## src/rtl/nn_pkg.sv

```systemverilog
// -----------------------------------------------------------------------------
// nn_pkg
// Shared definitions for the weight memory loader and the sequential weight
// reader: FSM state encoding and the address-width helper.
// Ports: none (package).
// -----------------------------------------------------------------------------
package nn_pkg;

  // Loader/reader frame states.
  typedef enum logic [1:0] {
    ST_IDLE  = 2'd0,
    ST_LOAD  = 2'd1,
    ST_DRAIN = 2'd2,
    ST_DONE  = 2'd3
  } state_e;

  // Address width for a memory of the given depth; never below 1 bit.
  function automatic int addr_width(input int depth);
    if (depth > 1) begin
      return $clog2(depth);
    end else begin
      return 1;
    end
  endfunction

endpackage

```

## src/rtl/weight_loader_if.sv

```systemverilog
// -----------------------------------------------------------------------------
// weight_loader_if
// Groups the weight stream handshake, the memory write port and the frame
// status of the weight loader.
//   slave  : the loader's view (stream in, write port/status out)
//   master : the host/DMA and memory view (stream out, write port/status in)
// Signals:
//   start, din, din_valid, din_last  host -> loader
//   din_ready                        loader -> host
//   wen, wadd, win                   loader -> weight memory write port
//   busy, done, err, checksum        loader -> host status
// -----------------------------------------------------------------------------
interface weight_loader_if #(
  parameter int ADDR      = 256,
  parameter int DIN_WIDTH = 16
);
  localparam int AW = nn_pkg::addr_width(ADDR);

  logic                 start;
  logic [DIN_WIDTH-1:0] din;
  logic                 din_valid;
  logic                 din_last;
  logic                 din_ready;
  logic                 wen;
  logic [AW-1:0]        wadd;
  logic [DIN_WIDTH-1:0] win;
  logic                 busy;
  logic                 done;
  logic                 err;
  logic [DIN_WIDTH-1:0] checksum;

  modport slave (
    input  start, din, din_valid, din_last,
    output din_ready, wen, wadd, win, busy, done, err, checksum
  );

  modport master (
    output start, din, din_valid, din_last,
    input  din_ready, wen, wadd, win, busy, done, err, checksum
  );

endinterface

```

## src/rtl/weight_loader_fsm.sv

```systemverilog
// -----------------------------------------------------------------------------
// weight_loader_fsm
// Frame controller of the weight loader: owns the frame state, the write
// address counter and the sticky length-error flag, and decides which
// accepted words are written to memory.
// Ports:
//   clk, rst        clock, synchronous active-high reset
//   start_i         frame start pulse (honoured in IDLE/DONE only)
//   valid_i, last_i stream word valid / final-word marker
//   state_o         registered frame state
//   cnt_o           address of the next word to write
//   write_o         an accepted word is to be written this cycle
//   load_start_o    a new frame is being armed this cycle
//   err_o           length mismatch in the current/last frame
// -----------------------------------------------------------------------------
module weight_loader_fsm
  import nn_pkg::*;
#(
  parameter int ADDR = 256,
  parameter int AW   = addr_width(ADDR)
) (
  input  logic          clk,
  input  logic          rst,
  input  logic          start_i,
  input  logic          valid_i,
  input  logic          last_i,
  output state_e        state_o,
  output logic [AW-1:0] cnt_o,
  output logic          write_o,
  output logic          load_start_o,
  output logic          err_o
);

  localparam logic [AW-1:0] LAST_ADDR = AW'(ADDR - 1);

  state_e        state_q, state_d;
  logic [AW-1:0] cnt_q, cnt_d;
  logic          err_q, err_d;
  logic          accept_s;

  // Next-state, counter and error decisions for the frame controller.
  always_comb begin
    state_d      = state_q;
    cnt_d        = cnt_q;
    err_d        = err_q;
    load_start_o = 1'b0;
    // din_ready is decoded from state alone, so accept only depends on valid.
    accept_s     = valid_i && ((state_q == ST_LOAD) || (state_q == ST_DRAIN));
    write_o      = accept_s && (state_q == ST_LOAD);

    case (state_q)
      ST_IDLE, ST_DONE: begin
        if (start_i) begin
          state_d      = ST_LOAD;
          cnt_d        = '0;
          err_d        = 1'b0;
          load_start_o = 1'b1;
        end else begin
          state_d = state_q;
        end
      end
      ST_LOAD: begin
        if (accept_s) begin
          if (last_i) begin
            state_d = ST_DONE;
            err_d   = (cnt_q != LAST_ADDR);
          end else if (cnt_q == LAST_ADDR) begin
            // Memory full but frame continues: swallow the rest. The
            // counter stays at the top address and never wraps.
            state_d = ST_DRAIN;
          end else begin
            cnt_d = cnt_q + AW'(1);
          end
        end else begin
          state_d = state_q;
        end
      end
      ST_DRAIN: begin
        if (accept_s && last_i) begin
          state_d = ST_DONE;
          err_d   = 1'b1;
        end else begin
          state_d = state_q;
        end
      end
      default: begin
        state_d = ST_IDLE;
      end
    endcase
  end

  // Frame state, counter and error registers; reset overrides start.
  always_ff @(posedge clk) begin
    if (rst) begin
      state_q <= ST_IDLE;
      cnt_q   <= '0;
      err_q   <= 1'b0;
    end else begin
      state_q <= state_d;
      cnt_q   <= cnt_d;
      err_q   <= err_d;
    end
  end

  assign state_o = state_q;
  assign cnt_o   = cnt_q;
  assign err_o   = err_q;

endmodule

```

## src/rtl/weight_loader.sv

```systemverilog
// -----------------------------------------------------------------------------
// weight_loader
// Accepts a framed stream of weight words and writes them to consecutive
// weight memory addresses starting at 0, flagging short and long frames.
// Ports:
//   clk  system clock
//   rst  synchronous active-high reset
//   bus  weight_loader_if.slave: stream handshake (start/din/din_valid/
//        din_last/din_ready), memory write port (wen/wadd/win, registered,
//        1-cycle latency) and status (busy/done/err/checksum)
// Configuration macro: WEIGHT_LOADER_CHECKSUM_EN -- when defined, checksum
// is the running sum (mod 2^DIN_WIDTH) of the words written in the frame;
// otherwise checksum is tied to 0.
// -----------------------------------------------------------------------------
module weight_loader
  import nn_pkg::*;
#(
  parameter int ADDR      = 256,
  parameter int DIN_WIDTH = 16
) (
  input  logic                 clk,
  input  logic                 rst,
  weight_loader_if.slave       bus
);

  localparam int AW = addr_width(ADDR);

  state_e               state_s;
  logic [AW-1:0]        cnt_s;
  logic                 write_s;
  logic                 load_start_s;
  logic                 err_s;

  logic                 wen_q;
  logic [AW-1:0]        wadd_q;
  logic [DIN_WIDTH-1:0] win_q;

  weight_loader_fsm #(
    .ADDR (ADDR),
    .AW   (AW)
  ) u_fsm (
    .clk          (clk),
    .rst          (rst),
    .start_i      (bus.start),
    .valid_i      (bus.din_valid),
    .last_i       (bus.din_last),
    .state_o      (state_s),
    .cnt_o        (cnt_s),
    .write_o      (write_s),
    .load_start_o (load_start_s),
    .err_o        (err_s)
  );

  // Write port register: a word accepted in LOAD reaches memory next cycle.
  always_ff @(posedge clk) begin
    if (rst) begin
      wen_q  <= 1'b0;
      wadd_q <= '0;
      win_q  <= '0;
    end else begin
      wen_q <= write_s;
      if (write_s) begin
        wadd_q <= cnt_s;
        win_q  <= bus.din;
      end
    end
  end

`ifdef WEIGHT_LOADER_CHECKSUM_EN
  logic [DIN_WIDTH-1:0] sum_q, sum_d;

  // Checksum next value; summed at accept so it lands together with wen.
  always_comb begin
    sum_d = sum_q;
    if (load_start_s) begin
      sum_d = '0;
    end else if (write_s) begin
      sum_d = sum_q + bus.din;
    end else begin
      sum_d = sum_q;
    end
  end

  // Checksum register.
  always_ff @(posedge clk) begin
    if (rst) begin
      sum_q <= '0;
    end else begin
      sum_q <= sum_d;
    end
  end

  assign bus.checksum = sum_q;
`else
  assign bus.checksum = '0;
`endif

  assign bus.wen       = wen_q;
  assign bus.wadd      = wadd_q;
  assign bus.win       = win_q;
  assign bus.din_ready = (state_s == ST_LOAD) || (state_s == ST_DRAIN);
  assign bus.busy      = (state_s == ST_LOAD) || (state_s == ST_DRAIN);
  assign bus.done      = (state_s == ST_DONE);
  assign bus.err       = err_s;

endmodule

```

## src/flat_wrapper.sv

```systemverilog
// flat-port wrapper written by rule: the top's interface ports become plain ports
module weight_loader_flat import nn_pkg::*;
#(
  parameter int ADDR      = 256,
  parameter int DIN_WIDTH = 16
)
  (clk, rst, bus_start, bus_din, bus_din_valid, bus_din_last, bus_din_ready, bus_wen, bus_wadd, bus_win, bus_busy, bus_done, bus_err, bus_checksum);
  weight_loader_if #(.ADDR(ADDR), .DIN_WIDTH(DIN_WIDTH)) bus_i ();
  input  logic clk;
  input  logic rst;
  input wire logic [$bits(bus_i.start)-1:0] bus_start;
  input wire logic [$bits(bus_i.din)-1:0] bus_din;
  input wire logic [$bits(bus_i.din_valid)-1:0] bus_din_valid;
  input wire logic [$bits(bus_i.din_last)-1:0] bus_din_last;
  output wire logic [$bits(bus_i.din_ready)-1:0] bus_din_ready;
  output wire logic [$bits(bus_i.wen)-1:0] bus_wen;
  output wire logic [$bits(bus_i.wadd)-1:0] bus_wadd;
  output wire logic [$bits(bus_i.win)-1:0] bus_win;
  output wire logic [$bits(bus_i.busy)-1:0] bus_busy;
  output wire logic [$bits(bus_i.done)-1:0] bus_done;
  output wire logic [$bits(bus_i.err)-1:0] bus_err;
  output wire logic [$bits(bus_i.checksum)-1:0] bus_checksum;
  assign bus_i.start = bus_start;
  assign bus_i.din = bus_din;
  assign bus_i.din_valid = bus_din_valid;
  assign bus_i.din_last = bus_din_last;
  assign bus_din_ready = bus_i.din_ready;
  assign bus_wen = bus_i.wen;
  assign bus_wadd = bus_i.wadd;
  assign bus_win = bus_i.win;
  assign bus_busy = bus_i.busy;
  assign bus_done = bus_i.done;
  assign bus_err = bus_i.err;
  assign bus_checksum = bus_i.checksum;
  weight_loader #(.ADDR(ADDR), .DIN_WIDTH(DIN_WIDTH)) u_core (.clk(clk), .rst(rst), .bus(bus_i));
endmodule
```

## config.mk

```make
export PLATFORM = sky130hd
export DESIGN_NAME = weight_loader_flat
export DESIGN_NICKNAME = d
export VERILOG_FILES = /design/src/rtl/nn_pkg.sv /design/src/rtl/weight_loader_if.sv /design/src/rtl/weight_loader_fsm.sv /design/src/rtl/weight_loader.sv /design/src/flat_wrapper.sv
export SDC_FILE = /design/constraint.sdc
export NUM_CORES = 1
export LEC_CHECK = 0
export CAP_MARGIN = 10
export CORE_MARGIN = 5
export CORE_UTILIZATION = 42
export DETAILED_ROUTE_END_ITERATION = 10
export PLACE_DENSITY = 0.78
export SLEW_MARGIN = 20
export SYNTH_ARGS = -nofsm -noshare
export SYNTH_HDL_FRONTEND = slang
export SYNTH_SLANG_ARGS = --single-unit
```

## constraint.sdc

```tcl
create_clock -name clk -period 2.06 [get_ports clk]
set_input_delay 0.412 -clock clk [delete_from_list [all_inputs] [get_ports clk]]
set_output_delay 0.412 -clock clk [all_outputs]
set_load 0.1 [all_outputs]
```

# Word-level counts from Yosys, hierarchy flattened
# Index checks and enable logic that the tools add are counted.
[op_classes]
n_addsub = 1
eq_ne = 12
muxes = 16
reduce_logical = 10
[op_table]
columns = ["op", "n"]
rows = [
  ["two-way mux 8 bit", 4],
  ["case mux 8 bit (2 select lines)", 1],
  ["inequality test 2 bit (second input constant)", 6],
  ["two-way mux 2 bit", 5],
  ["adder 8 x 1 -> 8 bit (second input constant)", 1],
  ["== test 8 bit (second input constant)", 1],
  ["inequality test 8 bit (second input constant)", 1],
  ["AND reduction 4 bit", 2],
  ["case mux 2 bit (3 select lines)", 1],
  ["AND reduction 5 bit", 1],
  ["== test 2 bit (second input constant)", 2],
  ["two-way mux 1 bit", 4],
  ["logical AND 1 bit", 3],
  ["inequality test 3 bit (second input constant)", 1],
  ["case mux 1 bit (3 select lines)", 1],
  ["== test 2 x 1 -> 1 bit (second input constant)", 1],
  ["logical NOT 2 bit", 1],
  ["nonzero test 2 bit", 1],
  ["OR reduction 2 bit", 1],
  ["logical OR 1 bit", 1],
]
[word_totals]
reg_bits = 36
in_bits = 21

# Depth between registers and ports, before layout
[logic_depth]
word_depth = 6
ltp_mapped = 8

# Modules after synthesis
# A second synthesis with hierarchy kept.
[hier_totals]
cells_unflattened = 194
area_unflattened_um2 = 1866.8
[by_module_without_submodules]
columns = ["module", "n_inst", "cells_each", "area_per_inst_um2"]
rows = [
  ["weight_loader", 1, 99, 1046.0],
  ["weight_loader_fsm", 1, 95, 820.8],
]

# Worst setup path before layout
# No wires, ideal clock.
[synth_path]
path_type = "flip-flop to output port"
startpoint = "register u_core.u_fsm.state_q[0], in the netlist u_core.u_fsm.state_o[0]"
endpoint = "output port bus_din_ready"
stages_incl_launch_ff = 5
n_path_buf = 1
t_arrival_ns = 1.791
setup_slack_ns = -0.143
cell_sequence = "dfxtp_1 inv_1 ha_1 inv_1 buf_4"
[synth_between]
elab_chain_cells = 2
elab_cells_between_ends = 3
[synth_lines]
columns = ["item", "line", "source"]
rows = [
  ["start: declaration", "weight_loader_fsm.sv:36", "state_e state_q, state_d;"],
  ["start signal: assignment", "weight_loader_fsm.sv:99", "state_q <= state_d;"],
  ["== test 2 x 1 -> 1 bit or == test 2 bit (tied branches)", "--", ""],
  ["logical OR 1 bit (*)", "--", ""],
  ["end: declaration", "flat_wrapper.sv:15", "output wire logic [$bits(bus_i.din_ready)-1:0] bus_din_ready;"],
]
# Every way passes the cells marked *; elsewhere a longest branch is shown, timed or not.

# Worst setup path in the final report
[layout_path]
startpoint = "register u_core.u_fsm.state_q[0], in the netlist u_core.u_fsm.state_o[0]"
endpoint = "output port bus_din_ready"
[layout_between]
elab_chain_cells = 2
elab_cells_between_ends = 3
[layout_lines]
columns = ["item", "line", "source"]
rows = [
  ["== test 2 x 1 -> 1 bit or == test 2 bit (tied branches)", "weight_loader.sv:101", "assign bus.din_ready = (state_s == ST_LOAD) || (state_s == ST_DRAIN);"],
  ["logical OR 1 bit (*)", "weight_loader.sv:101", ""],
]
# Marks and branches as above.

==> impl_metrics.toml <==
[routing]
drt_iter0_drc = 79
ant_nets = 0
vias = 1444
dr.pass1.iters = 4
vias_per_cell = 4.78
post-route-drc-count = 0
wl_um = 3630
wl_per_cell_um = 12.0

[global_route]
grt_pass1_vias = 1349
grt_pass1_wl_um = 5820
track_usage_pct = 13.7
antenna_found_initial = 0
grt_max_degree = 33
grt-ovfl-total = 0

[synth]
syn_area_mm2 = 0.00163
ys_seq_area_share_pct = 44.3
synth_top_family_by_area = "simple AND/OR/NAND/NOR gates"
postSynthAreaPerCell_um2 = 8.01
yosysWarnings = 0
synthSimpleGateAreaFrac_pct = 19.6
synth_compound_area_share_pct = 18.9
synthAdderAreaFrac_pct = 3.08
synth_edf_count = 0
syn_inst = 203
synth_ff_type = "dfxtp_1"
yosys_register_bits = 36
async_flop_share_pct = 0
synth_cell_types = 32
synth-xor-area-share_pct = 0
synthMuxAreaShare_pct = 1.39

[setup_path]
reg2reg_from = "u_core.u_fsm.state_o[0]$_SDFFE_PP0P_"
reg2reg_slack_ps = 190
worstPathCellList = "inv_1 -> ha_2 -> clkinvlp_4 -> buf_12"
path_class = "flop to primary output"
critPathBufInv = 3
crit_slowest_cell = "ha_2"
crit_path_max_fanout = 6
cp-start-kind = "flop"
cpLargestDelayFamily = "buffers and inverters"
endpoint_kind = "primary output"
slowest_delay_ps = 400
reg2reg_depth = 6
startpoint = "u_core.u_fsm.state_o[0]$_SDFFE_PP0P_"
critPathArrivalTime_ps = 1480
crit_required_ps = 1650
rr_endpoint = "u_core.u_fsm.state_o[0]$_SDFFE_PP0P_"

[flow_run]
max_cap_violations = 0

[cells_and_area]
num_antenna_cells = 0
layout.nets = 278
syn2layout_area_growth_pct = 34.2
finalNonFillerCells = 302
drive_gt1_share_pct = 19.3

[place]
numPortBuffers = 49
place_inst = 294
dp_hpwl_um = 2630
preCtsSetupSlack_ps = 23.2
gp_congestion = 0.759

[power_and_ir_drop]
seq_power_share_pct = 30.5
p_int_mw = 1.43
clkPwrFrac_pct = 23.6
ir_drop_uv = 762
power_mw = 2.51
p_comb_share_pct = 45.9
leakage_nw = 0.866
power_density_mw_per_mm2 = 1150
p_switching_mw = 1.08
swShare_pct = 43.0

[timing]
fmax_mhz = 527
fin_crit_sh_pct = 92.1
finClkSkew_ps = 4.38
min_period_ps = 1900
slew_viol_final = 0
grt_setup_unrepaired = "no"
final_hold_viol_count = 0
holdWs_ps = 456
setup-tns-final_ps = 0
setup_viol = 0
fin_ws_ps = 163

[run_status]
status = "finished, final reports clean"

[cts]
clk_pin_slew_worst_paths_ps = 70
hold_buffers = 0
post_cts_buffers = 0
cts-buffers-inserted = 5
insertion_delay_ps = 280
cts_max_path_buffers = 2
cts_root_buf = "clkbuf_8"
htree_levels = 2
tritoncts = "yes"
cts_num_sinks = 36

[floorplanning]
fp.dieW_um = 72.2
core_area_mm2 = 0.00372
io_pins = 66
initial_core_util_pct = 43.7
fp-row-count = 22
die-area_mm2 = 0.00521
die_y_um = 72.2

[hold_path]
hold_path_depth = 2
min_to = "u_core.bus.win[8]$_SDFFE_PP0P_"
hp-start = "u_core.bus.win[8]$_SDFFE_PP0P_"
hold_path.class = "flop to flop"
power groups by stage:
stage | sequential (mW) | clock [mW] | combinational [mW]
2_1_floorplan | 0.983 | 0 | 0.699
3_3_place_gp | 0.781 | 0 | 1.14
3_5_place_dp | 0.784 | 0 | 1.15
4_1_cts | 0.768 | 0.610 | 1.15
5_1_grt | 0.772 | 0.643 | 1.21
6_report | 0.767 | 0.594 | 1.15
stage by stage:
stage	utilization [%]	area [µm²]
after floorplan	-	1690
after global placement	55.7	2070
after detailed placement	55.7	2070
after CTS	58.6	2180
after global routing	58.7	2180
final	58.7	2180
how the worst max path moves through the flow:
stage                                                       to  slack [ps]  cells after the start
after floorplan                                  bus_din_ready           5                      4
after global placement    u_core.u_fsm.state_o[1]$_SDFFE_PP0P_          50                      5
after detailed placement  u_core.u_fsm.state_o[0]$_SDFFE_PP0P_          20                      5
after CTS                 u_core.u_fsm.state_o[1]$_SDFFE_PP0P_          60                      6
after global routing      u_core.u_fsm.state_o[0]$_SDFFE_PP0P_          80                      6
final                                            bus_din_ready         160                      4
what timing repair did:
item | CTS | global route
resized for setup | 0 | 2
endpoints found under the setup margin | 0 | 2
hold endpoints to repair | 0 | 0
flip-flops by register name, indices dropped and copies added (netlist names):
| signal | cells |
|---|---|
| u_core.u_fsm.err_o | 1 |
| u_core.u_fsm.cnt_o | 8 |
| u_core.bus.wen | 1 |
| u_core.u_fsm.state_o | 2 |
| u_core.bus.wadd | 8 |
| u_core.bus.win | 16 |
per-layer routing:
metal / track usage (%) / vias to the layer above / part of all wire [%] / routed length [µm]
met5: 0 / - / 0 / 0
met4: 4.38 / 0 / 0.80 / 29
met3: 4.02 / 5 / 9.2 / 333
met2: 23.1 / 49 / 47 / 1690
met1: 16.8 / 643 / 43 / 1570
li1: - / 747 / - / -
worst min-delay path, delay by kind of cell, from the launching register on:
kind / cells / cell delay, ps
compound gates: 1 / 50
flops: 1 / 310
simple gates: 1 / 50
cell usage in the layout (no fill, tap or decap), drive strengths merged, types with 6 or more instances in the layout:
cell type and count:
dfxtp 36, nor2 7, a21oi 28, clkdlybuf4s50 20
conb 16, clkbuf 6, buf 35, nand2 56
inv 6, a31oi 6
cell type report:
type | instances | area, µm²
sequential | 36 | 721
inverter | 7 | 30.0
clock inverter | 2 | 35.0
multi-input combinational | 148 | 762
fill | 352 | 1540
tap | 48 | 60.1
timing repair buffer | 55 | 500
clock buffer | 6 | 72.6
kinds of logic (layout without fill, tap and decap cells):
family | after synthesis | in the layout
adders and majority gates | 4 | 4
and+or+nand+nor | 75 | 75
muxes | 2 | 2
DFF | 36 | 36
buffers and inverters | 34 | 70
other | 1 | 16
AOI/OAI and AO/OA | 51 | 51
Yosys cell counts, types with 3 or more instances:
library cell	instances	area share, %
inv_1	7	1.6
a21oi_1	28	8.6
buf_4	17	7.9
ha_1	4	3.1
buf_2	4	1.2
o21ai_0	3	0.92
a31oi_1	6	2.3
a41oi_1	3	1.6
nand2_1	56	13
clkbuf_1	5	1.2
nor2_1	7	1.6
dfxtp_1	36	44
(Power assumes the default switching activity.)
